File: src/rtl/crop_pkg.sv
// -----------------------------------------------------------------------------
// crop_pkg
// Shared types and constants for the crop sequencer slice.
//   crop_coord_t : packed {Y1, X1} crop origin, Y1 in the MSBs
//   crop_state_t : sequencer states LOAD / ISSUE / STREAM
//   IN_PIX, OUT_PIX, CNT_W : pixel counts and counter width of the default
//                            100x160 -> 48x48 configuration
//   min_row / min_col : saturating helpers used by the optional origin clamp
// -----------------------------------------------------------------------------
package crop_pkg;

  localparam int DEF_IN_ROWS  = 100;
  localparam int DEF_IN_COLS  = 160;
  localparam int DEF_OUT_ROWS = 48;
  localparam int DEF_OUT_COLS = 48;
  localparam int ROW_W        = 10;
  localparam int COL_W        = 10;

  localparam int IN_PIX  = DEF_IN_ROWS * DEF_IN_COLS;
  localparam int OUT_PIX = DEF_OUT_ROWS * DEF_OUT_COLS;
  localparam int CNT_W   = $clog2(IN_PIX + 1);

  typedef struct packed {
    logic [ROW_W-1:0] y1;
    logic [COL_W-1:0] x1;
  } crop_coord_t;

  typedef enum logic [1:0] {
    LOAD   = 2'd0,
    ISSUE  = 2'd1,
    STREAM = 2'd2
  } crop_state_t;

  function automatic logic [ROW_W-1:0] min_row(input logic [ROW_W-1:0] v,
                                               input logic [ROW_W-1:0] lim);
    return (v > lim) ? lim : v;
  endfunction

  function automatic logic [COL_W-1:0] min_col(input logic [COL_W-1:0] v,
                                               input logic [COL_W-1:0] lim);
    return (v > lim) ? lim : v;
  endfunction

endpackage

File: src/rtl/crop_table.sv
// -----------------------------------------------------------------------------
// crop_table
// NUM_CROPS-entry register file of crop origins.
//   clk, reset (async, active low)
//   i_we / i_waddr / i_wdata : write port (one entry per cycle)
//   i_raddr / o_rdata        : combinational read by index
// Optional macro CROP_SEQ_CLAMP_EN: when defined, Y1/X1 are saturated at write
// time so the crop window always lies inside the input frame.
// -----------------------------------------------------------------------------
module crop_table
  import crop_pkg::*;
#(
  parameter int NUM_CROPS = 4,
  parameter int IDX_W     = 2,
  parameter int IN_ROWS   = 100,
  parameter int IN_COLS   = 160,
  parameter int OUT_ROWS  = 48,
  parameter int OUT_COLS  = 48
) (
  input  logic             clk,
  input  logic             reset,
  input  logic             i_we,
  input  logic [IDX_W-1:0] i_waddr,
  input  crop_coord_t      i_wdata,
  input  logic [IDX_W-1:0] i_raddr,
  output crop_coord_t      o_rdata
);

`ifdef CROP_SEQ_CLAMP_EN
  localparam bit CLAMP_EN = 1'b1;
`else
  localparam bit CLAMP_EN = 1'b0;
`endif

  // Largest origins that still keep the whole crop inside the frame.
  localparam logic [ROW_W-1:0] Y1_MAX = ROW_W'(IN_ROWS - OUT_ROWS);
  localparam logic [COL_W-1:0] X1_MAX = COL_W'(IN_COLS - OUT_COLS);

  crop_coord_t r_tab [NUM_CROPS];
  crop_coord_t w_wr_val;

  // Value actually stored: raw origin, or saturated origin in clamp builds.
  always_comb begin
    w_wr_val = i_wdata;
    if (CLAMP_EN) begin
      w_wr_val.y1 = min_row(i_wdata.y1, Y1_MAX);
      w_wr_val.x1 = min_col(i_wdata.x1, X1_MAX);
    end else begin
      w_wr_val = i_wdata;
    end
  end

  // Table storage; contents are cleared on reset only for determinism.
  always_ff @(posedge clk or negedge reset) begin
    if (!reset) begin
      for (int i = 0; i < NUM_CROPS; i++) begin
        r_tab[i] <= {(ROW_W + COL_W){1'b0}};
      end
    end else if (i_we) begin
      r_tab[i_waddr] <= w_wr_val;
    end
  end

  assign o_rdata = r_tab[i_raddr];

endmodule

File: src/rtl/crop_sequencer.sv
// -----------------------------------------------------------------------------
// crop_sequencer
// Controller in front of crop_plus_fifo. Loads a table of crop origins over a
// config stream, then for every frame issues one origin on crop_Y1/crop_X1,
// gates the frame's pixels into the datapath, counts the cropped pixels coming
// back, tags them with TLAST/TUSER and moves round-robin to the next origin.
// Ports:
//   clk, reset (async, active low)
//   cfg_*            : {Y1,X1} table load stream, TLAST ends the table
//   frame_in_*       : raster input pixels
//   crop_pixel_in_*  : pixels to the datapath (combinational pass-through)
//   crop_Y1_*/X1_*   : crop origin to the datapath
//   crop_pixel_out_* : cropped pixels from the datapath
//   pixel_out_*      : cropped pixels out, TLAST = last of crop, TUSER = index
//   frame_done       : one-cycle pulse per completed crop
//   busy             : high whenever the table is not being loaded
// Optional macro CROP_SEQ_CLAMP_EN (handled in crop_table): clamp origins.
// -----------------------------------------------------------------------------
module crop_sequencer
  import crop_pkg::*;
#(
  parameter int PIXEL_BIT_WIDTH  = 16,
  parameter int IN_ROWS          = 100,
  parameter int IN_COLS          = 160,
  parameter int OUT_ROWS         = 48,
  parameter int OUT_COLS         = 48,
  parameter int IMG_ROW_BITWIDTH = 10,
  parameter int IMG_COL_BITWIDTH = 10,
  parameter int NUM_CROPS        = 4
) (
  input  logic                                         clk,
  input  logic                                         reset,
  input  logic [IMG_ROW_BITWIDTH+IMG_COL_BITWIDTH-1:0] cfg_TDATA,
  input  logic                                         cfg_TVALID,
  input  logic                                         cfg_TLAST,
  output logic                                         cfg_TREADY,
  input  logic [PIXEL_BIT_WIDTH-1:0]                   frame_in_TDATA,
  input  logic                                         frame_in_TVALID,
  output logic                                         frame_in_TREADY,
  output logic [PIXEL_BIT_WIDTH-1:0]                   crop_pixel_in_TDATA,
  output logic                                         crop_pixel_in_TVALID,
  input  logic                                         crop_pixel_in_TREADY,
  output logic [IMG_ROW_BITWIDTH-1:0]                  crop_Y1_TDATA,
  output logic                                         crop_Y1_TVALID,
  input  logic                                         crop_Y1_TREADY,
  output logic [IMG_COL_BITWIDTH-1:0]                  crop_X1_TDATA,
  output logic                                         crop_X1_TVALID,
  input  logic                                         crop_X1_TREADY,
  input  logic [PIXEL_BIT_WIDTH-1:0]                   crop_pixel_out_TDATA,
  input  logic                                         crop_pixel_out_TVALID,
  output logic                                         crop_pixel_out_TREADY,
  output logic [PIXEL_BIT_WIDTH-1:0]                   pixel_out_TDATA,
  output logic                                         pixel_out_TVALID,
  input  logic                                         pixel_out_TREADY,
  output logic                                         pixel_out_TLAST,
  output logic [((NUM_CROPS > 1) ? $clog2(NUM_CROPS) : 1)-1:0] pixel_out_TUSER,
  output logic                                         frame_done,
  output logic                                         busy
);

  localparam int IDX_W     = (NUM_CROPS > 1) ? $clog2(NUM_CROPS) : 1;
  localparam int FRAME_PIX = IN_ROWS * IN_COLS;
  localparam int CROP_PIX  = OUT_ROWS * OUT_COLS;
  localparam int CW        = $clog2(FRAME_PIX + 1);

  localparam logic [IDX_W-1:0] LAST_SLOT = IDX_W'(NUM_CROPS - 1);
  localparam logic [CW-1:0]    IN_LAST   = CW'(FRAME_PIX - 1);
  localparam logic [CW-1:0]    OUT_LAST  = CW'(CROP_PIX - 1);

  crop_state_t      r_state;
  crop_state_t      w_state_nxt;
  logic [IDX_W-1:0] r_wr_ptr;
  logic [IDX_W-1:0] r_last_idx;   // n_entries - 1
  logic [IDX_W-1:0] r_cur;
  logic             r_y1_vld;
  logic             r_x1_vld;
  logic             r_y1_done;
  logic             r_x1_done;
  logic [CW-1:0]    r_in_cnt;
  logic [CW-1:0]    r_out_cnt;
  logic             r_in_done;
  logic             r_out_done;
  logic             r_frame_done;

  logic        w_load;
  logic        w_stream;
  logic        w_cfg_hs;
  logic        w_load_end;
  logic        w_y1_hs;
  logic        w_x1_hs;
  logic        w_in_hs;
  logic        w_out_hs;
  crop_coord_t w_cfg_coord;
  crop_coord_t w_rd;

  assign w_load      = (r_state == LOAD);
  assign w_stream    = (r_state == STREAM);
  assign w_cfg_coord = cfg_TDATA;
  assign w_cfg_hs    = w_load & cfg_TVALID;
  // A full table ends the load regardless of TLAST.
  assign w_load_end  = w_cfg_hs & (cfg_TLAST | (r_wr_ptr == LAST_SLOT));
  assign w_y1_hs     = r_y1_vld & crop_Y1_TREADY;
  assign w_x1_hs     = r_x1_vld & crop_X1_TREADY;

  crop_table #(
    .NUM_CROPS (NUM_CROPS),
    .IDX_W     (IDX_W),
    .IN_ROWS   (IN_ROWS),
    .IN_COLS   (IN_COLS),
    .OUT_ROWS  (OUT_ROWS),
    .OUT_COLS  (OUT_COLS)
  ) u_table (
    .clk     (clk),
    .reset   (reset),
    .i_we    (w_cfg_hs),
    .i_waddr (r_wr_ptr),
    .i_wdata (w_cfg_coord),
    .i_raddr (r_cur),
    .o_rdata (w_rd)
  );

  // Pixel paths are pure combinational gating so they add no latency.
  assign cfg_TREADY            = w_load;
  assign crop_pixel_in_TDATA   = frame_in_TDATA;
  assign crop_pixel_in_TVALID  = w_stream & frame_in_TVALID & ~r_in_done;
  assign frame_in_TREADY       = w_stream & crop_pixel_in_TREADY & ~r_in_done;
  assign pixel_out_TDATA       = crop_pixel_out_TDATA;
  assign pixel_out_TVALID      = w_stream & crop_pixel_out_TVALID & ~r_out_done;
  assign crop_pixel_out_TREADY = w_stream & pixel_out_TREADY & ~r_out_done;
  assign pixel_out_TLAST       = w_stream & ~r_out_done & (r_out_cnt == OUT_LAST);
  assign pixel_out_TUSER       = w_stream ? r_cur : {IDX_W{1'b0}};
  assign crop_Y1_TVALID        = r_y1_vld;
  assign crop_X1_TVALID        = r_x1_vld;
  assign crop_Y1_TDATA         = w_rd.y1;
  assign crop_X1_TDATA         = w_rd.x1;
  assign frame_done            = r_frame_done;
  assign busy                  = ~w_load;

  assign w_in_hs  = crop_pixel_in_TVALID & crop_pixel_in_TREADY;
  assign w_out_hs = pixel_out_TVALID & pixel_out_TREADY;

  // Next-state decode.
  always_comb begin
    w_state_nxt = r_state;
    case (r_state)
      LOAD: begin
        if (w_load_end) begin
          w_state_nxt = ISSUE;
        end else begin
          w_state_nxt = LOAD;
        end
      end
      ISSUE: begin
        if (r_y1_done && r_x1_done) begin
          w_state_nxt = STREAM;
        end else begin
          w_state_nxt = ISSUE;
        end
      end
      STREAM: begin
        if (r_in_done && r_out_done) begin
          w_state_nxt = ISSUE;
        end else begin
          w_state_nxt = STREAM;
        end
      end
      default: w_state_nxt = LOAD;
    endcase
  end

  // State register.
  always_ff @(posedge clk or negedge reset) begin
    if (!reset) begin
      r_state <= LOAD;
    end else begin
      r_state <= w_state_nxt;
    end
  end

  // Table pointers, origin handshakes, pixel counters and completion pulse.
  always_ff @(posedge clk or negedge reset) begin
    if (!reset) begin
      r_wr_ptr     <= {IDX_W{1'b0}};
      r_last_idx   <= {IDX_W{1'b0}};
      r_cur        <= {IDX_W{1'b0}};
      r_y1_vld     <= 1'b0;
      r_x1_vld     <= 1'b0;
      r_y1_done    <= 1'b0;
      r_x1_done    <= 1'b0;
      r_in_cnt     <= {CW{1'b0}};
      r_out_cnt    <= {CW{1'b0}};
      r_in_done    <= 1'b0;
      r_out_done   <= 1'b0;
      r_frame_done <= 1'b0;
    end else begin
      r_frame_done <= 1'b0;
      case (r_state)
        LOAD: begin
          if (w_cfg_hs) begin
            r_wr_ptr <= r_wr_ptr + 1'b1;
            if (w_load_end) begin
              r_last_idx <= r_wr_ptr;
              r_cur      <= {IDX_W{1'b0}};
              r_wr_ptr   <= {IDX_W{1'b0}};
            end
          end
        end
        ISSUE: begin
          if (r_y1_done && r_x1_done) begin
            r_y1_done <= 1'b0;
            r_x1_done <= 1'b0;
          end else begin
            // Each channel raises VALID once and retires independently.
            if (w_y1_hs) begin
              r_y1_vld  <= 1'b0;
              r_y1_done <= 1'b1;
            end else if (!r_y1_done) begin
              r_y1_vld <= 1'b1;
            end
            if (w_x1_hs) begin
              r_x1_vld  <= 1'b0;
              r_x1_done <= 1'b1;
            end else if (!r_x1_done) begin
              r_x1_vld <= 1'b1;
            end
          end
        end
        STREAM: begin
          if (w_in_hs) begin
            r_in_cnt <= r_in_cnt + 1'b1;
            if (r_in_cnt == IN_LAST) begin
              r_in_done <= 1'b1;
            end
          end
          if (w_out_hs) begin
            r_out_cnt <= r_out_cnt + 1'b1;
            if (r_out_cnt == OUT_LAST) begin
              r_out_done <= 1'b1;
            end
          end
          // Both sides finished: retire the crop and step round-robin.
          if (r_in_done && r_out_done) begin
            r_frame_done <= 1'b1;
            r_in_cnt     <= {CW{1'b0}};
            r_out_cnt    <= {CW{1'b0}};
            r_in_done    <= 1'b0;
            r_out_done   <= 1'b0;
            r_cur        <= (r_cur == r_last_idx) ? {IDX_W{1'b0}} : (r_cur + 1'b1);
          end
        end
        default: begin
          r_frame_done <= 1'b0;
        end
      endcase
    end
  end

endmodule

File: config.mk
export PLATFORM = sky130hd
export DESIGN_NAME = crop_sequencer
export DESIGN_NICKNAME = d
export VERILOG_FILES = /design/src/rtl/crop_pkg.sv /design/src/rtl/crop_table.sv /design/src/rtl/crop_sequencer.sv
export SDC_FILE = /design/constraint.sdc
export NUM_CORES = 1
export LEC_CHECK = 0
export CORE_ASPECT_RATIO = 1.75
export CORE_MARGIN = 2
export CORE_UTILIZATION = 55
export CTS_CLUSTER_DIAMETER = 50
export DETAILED_ROUTE_END_ITERATION = 8
export GPL_TIMING_DRIVEN = 0
export PLACE_DENSITY = 0.95
export SLEW_MARGIN = 25
export SYNTH_ARGS = -nofsm -noshare
export SYNTH_HDL_FRONTEND = slang
export SYNTH_SLANG_ARGS = --single-unit
File: constraint.sdc
create_clock -name clk -period 4.73 [get_ports clk]
set_input_delay 0.946 -clock clk [delete_from_list [all_inputs] [get_ports clk]]
set_output_delay 0.946 -clock clk [all_outputs]
set_load 0.1 [all_outputs]
==> results by group <==
Route
  • Vias per cell: 5.93
  • Post-route ant nets: 0
  • Vias: 4285
  • Residual DRC count: 0
  • DRT Pass-1 Iters: 5
  • DR iter-0 viols: 276
  • WL per Instance: 19.5 um
  • Final wirelength: 14100 um

Placed design
  • I/O Buffers: 93
  • Placed Area: 0.00711 sq mm
  • DP HPWL: 9630 um
  • Final Wtd Congestion: 0.876
  • Placed cell count: 691

Global routing
  • First-pass GRT wire length: 23200 um
  • Total gr overflow: 0
  • Total track usage: 25.0%
  • Vias in the first global route: 4748
  • Initial antenna violation count: 0
  • Largest net degree at the start of global routing: 76

Worst setup path
  • Worst path most repeated cell: nor3_1
  • Worst-path fanout max: 5
  • CP Capture Type: output port
  • CP delay by family, top: simple AND/OR/NAND/NOR gates
  • R2r startpoint: r_state[0]
  • Slowest CP cell: clkdlybuf4s50_1
  • CP bufs+invs: 1
  • CP startpoint: r_out_cnt[10]
  • CP cell instances: or4b_2, nor3_1, nand2_1, nor3_1, clkdlybuf4s50_1
  • CP Class: register to output port
  • Delay of the slowest critical-path stage: 1.17 ns
  • Critical Path AT: 3.18 ns
  • CP startpoint kind: register
  • WP data required: 3.78 ns

Synth
  • Post-synth ARST share: 100%
  • EDFF count, synth: 0
  • Synth area leaders: dfrtp_1, mux2_2, mux4_2, buf_4, o21ai_0
  • Mapped Area: 0.00599 sq mm
  • Cell count after synthesis: 467
  • Area share of the largest cell type after synthesis: between 50% and 60%
  • Cell taking the most area after synthesis: dfrtp_1
  • Post-synthesis sequential area ratio: between 50% and 60%
  • Distinct cell type count of the synthesized netlist: 56
  • Flops & latches, synth: 123
  • YS warnings: 0
  • Avg Inst Size Synth: 12.8 sq um
  • Syn nets: 535
  • Top FF cell, synth: dfrtp_1

STA
  • Slew Limit Fails: 0
  • Final setup violating endpoints: 0
  • Final hold viol count: 0
  • Slew HR: about a third
  • Fin crit share: 87.3%
  • Worst-Margin Slew: 1.03 ns
  • Fmax: between 200 and 250 MHz
  • Hold_ws: 0.488 ns
  • RSZ-0062 raised after global routing: no
  • Layout Skew: roughly 0.0075 ns
  • Period minus WS final: 4.13 ns
  • Setup TNS: 0 ns

Clock tree
  • Total CTS buffers: 17
  • Root Buffer Master: clkbuf_16
  • Worst skew pair latency: 0.41 ns
  • Hold Buf Count CTS: 0
  • Postcts setup bufs: 0
  • CTS max path bufs: 2
  • Post-CTS sizing: 0
  • Htree depth: 4
  • Reg clk slew, reported paths: 0.05 ns
  • CTS tree: done
  • CTS sink count: 123

Final layout
  • Diode count: 0
  • Final net count: between 600 and 700
  • Commonest cells after routing, fill and taps aside: dfrtp_1, clkdlybuf4s50_1, mux2_2
  • Layout cell share with drive strength beyond 1: 32.4%
  • P&R area growth vs syn: 28.9%
  • Final cell count without fillers: 723
  • Post-route cell area: 0.00772 sq mm
  • Leading cell type in the layout, fill and taps excluded: dfrtp_1

Floorplan
  • Core area: between 0.01 and 0.015 sq mm
  • Y dimension of the die: 142 um
  • Number of top-level pins: 126
  • Initial Util: a little under three fifths
  • Width of the die: 82.9 um
  • # rows: 50
  • Die area: 0.0118 sq mm

Outcome
  • Status: complete, no violations

Pwr
  • Peak supply drop: 692 uV
  • Power density cells: 789 mW/mm^2
  • LEAKAGE: about 0.0032 uW

Flow run
  • MaxCap Viol Count: 0

Hold path
  • Worst hold path type: input port to async pin
## flip-flops by register name, summed over array words and instances (netlist names), 2 cells and up
signal and cells:
r_cur 2, r_in_cnt 14, r_last_idx 2, r_out_cnt 14
r_state 2, r_wr_ptr 2, u_table.r_tab 80
## power by group
part	total, uW	switching [uW]	internal (uW)
clock network	1320	482	842
registers	1770	283	1480
logic	3000	1990	1000
## cell type report
type                       instances  area [sq um]
fill                             745          2910
inverter                          11          43.8
clock buffer                      18           439
tap                              130           163
timing repair buffer              94           960
clock inverter                    14           171
sequential                       123          3080
buffer                            52           337
multi-input combinational        281          2530
## cells in the mapped netlist (5+ instances only)
master and instances:
xnor2_1 6, o31ai_1 7, buf_2 11, o21ai_0 19, and2_1 8, mux4_2 20
mux2_2 82, nor3b_1 5, nand3_1 13, ha_1 6, nor3_1 6, dfrtp_1 123
or4_1 5, a21oi_1 13, nor2_1 15, buf_4 32, clkbuf_1 7, inv_1 10
nand2_1 16
## through the flow
step	total power, uW	util [%]	setup slack (ns)
2_1_floorplan	4080	-	0.447
3_3_place_gp	4620	66.6	-1.76
3_5_place_dp	4750	66.9	0.908
4_1_cts	6120	72.6	0.597
5_1_grt	6330	72.6	0.496
6_report	6090	72.6	0.602
## worst paths after layout
path	endpoint	slack (ns)	cells past startpoint
max in group asynchronous	r_out_cnt[10]	3.50	2
hold / removal	r_in_cnt[1]	0.49	1
min in group clk	r_in_cnt[13]	0.50	1
setup reg to reg	u_table.r_tab[50]	2.59	5
hold reg to reg	r_in_cnt[13]	0.50	1
setup / recovery	pixel_out_TLAST	0.60	5
## routing by layer
layer  track usage, %  share of wire [%]  vias up
met5                0                  0        -
met3             6.32                5.1       38
met2             45.6                 56      175
li1                 -                  -     1907
met1             26.4                 36     2165
met4             13.1                3.4        0
## worst reg2reg max path, stage by stage (launching register included)
cell,delay [ns]
dfrtp_1,0.43
nor3b_1,0.33
clkbuf_1,0.33
and2_1,0.21
buf_2,0.32
mux2_2,0.39
## kinds of logic after synthesis
| family | count (synthesis) | synth area share, % |
|---|---|---|
| AOI/OAI and AO/OA | 64 | 6.79 |
| and+or+nand+nor | 100 | 9.92 |
| xor gates and xnor gates | 7 | 1.02 |
| buffers and inverters | 63 | 6.35 |
| muxes | 104 | 23.3 |
| DFF | 123 | 51.4 |
| adders and majority gates | 6 | 1.25 |
(Power assumes the default switching activity.)
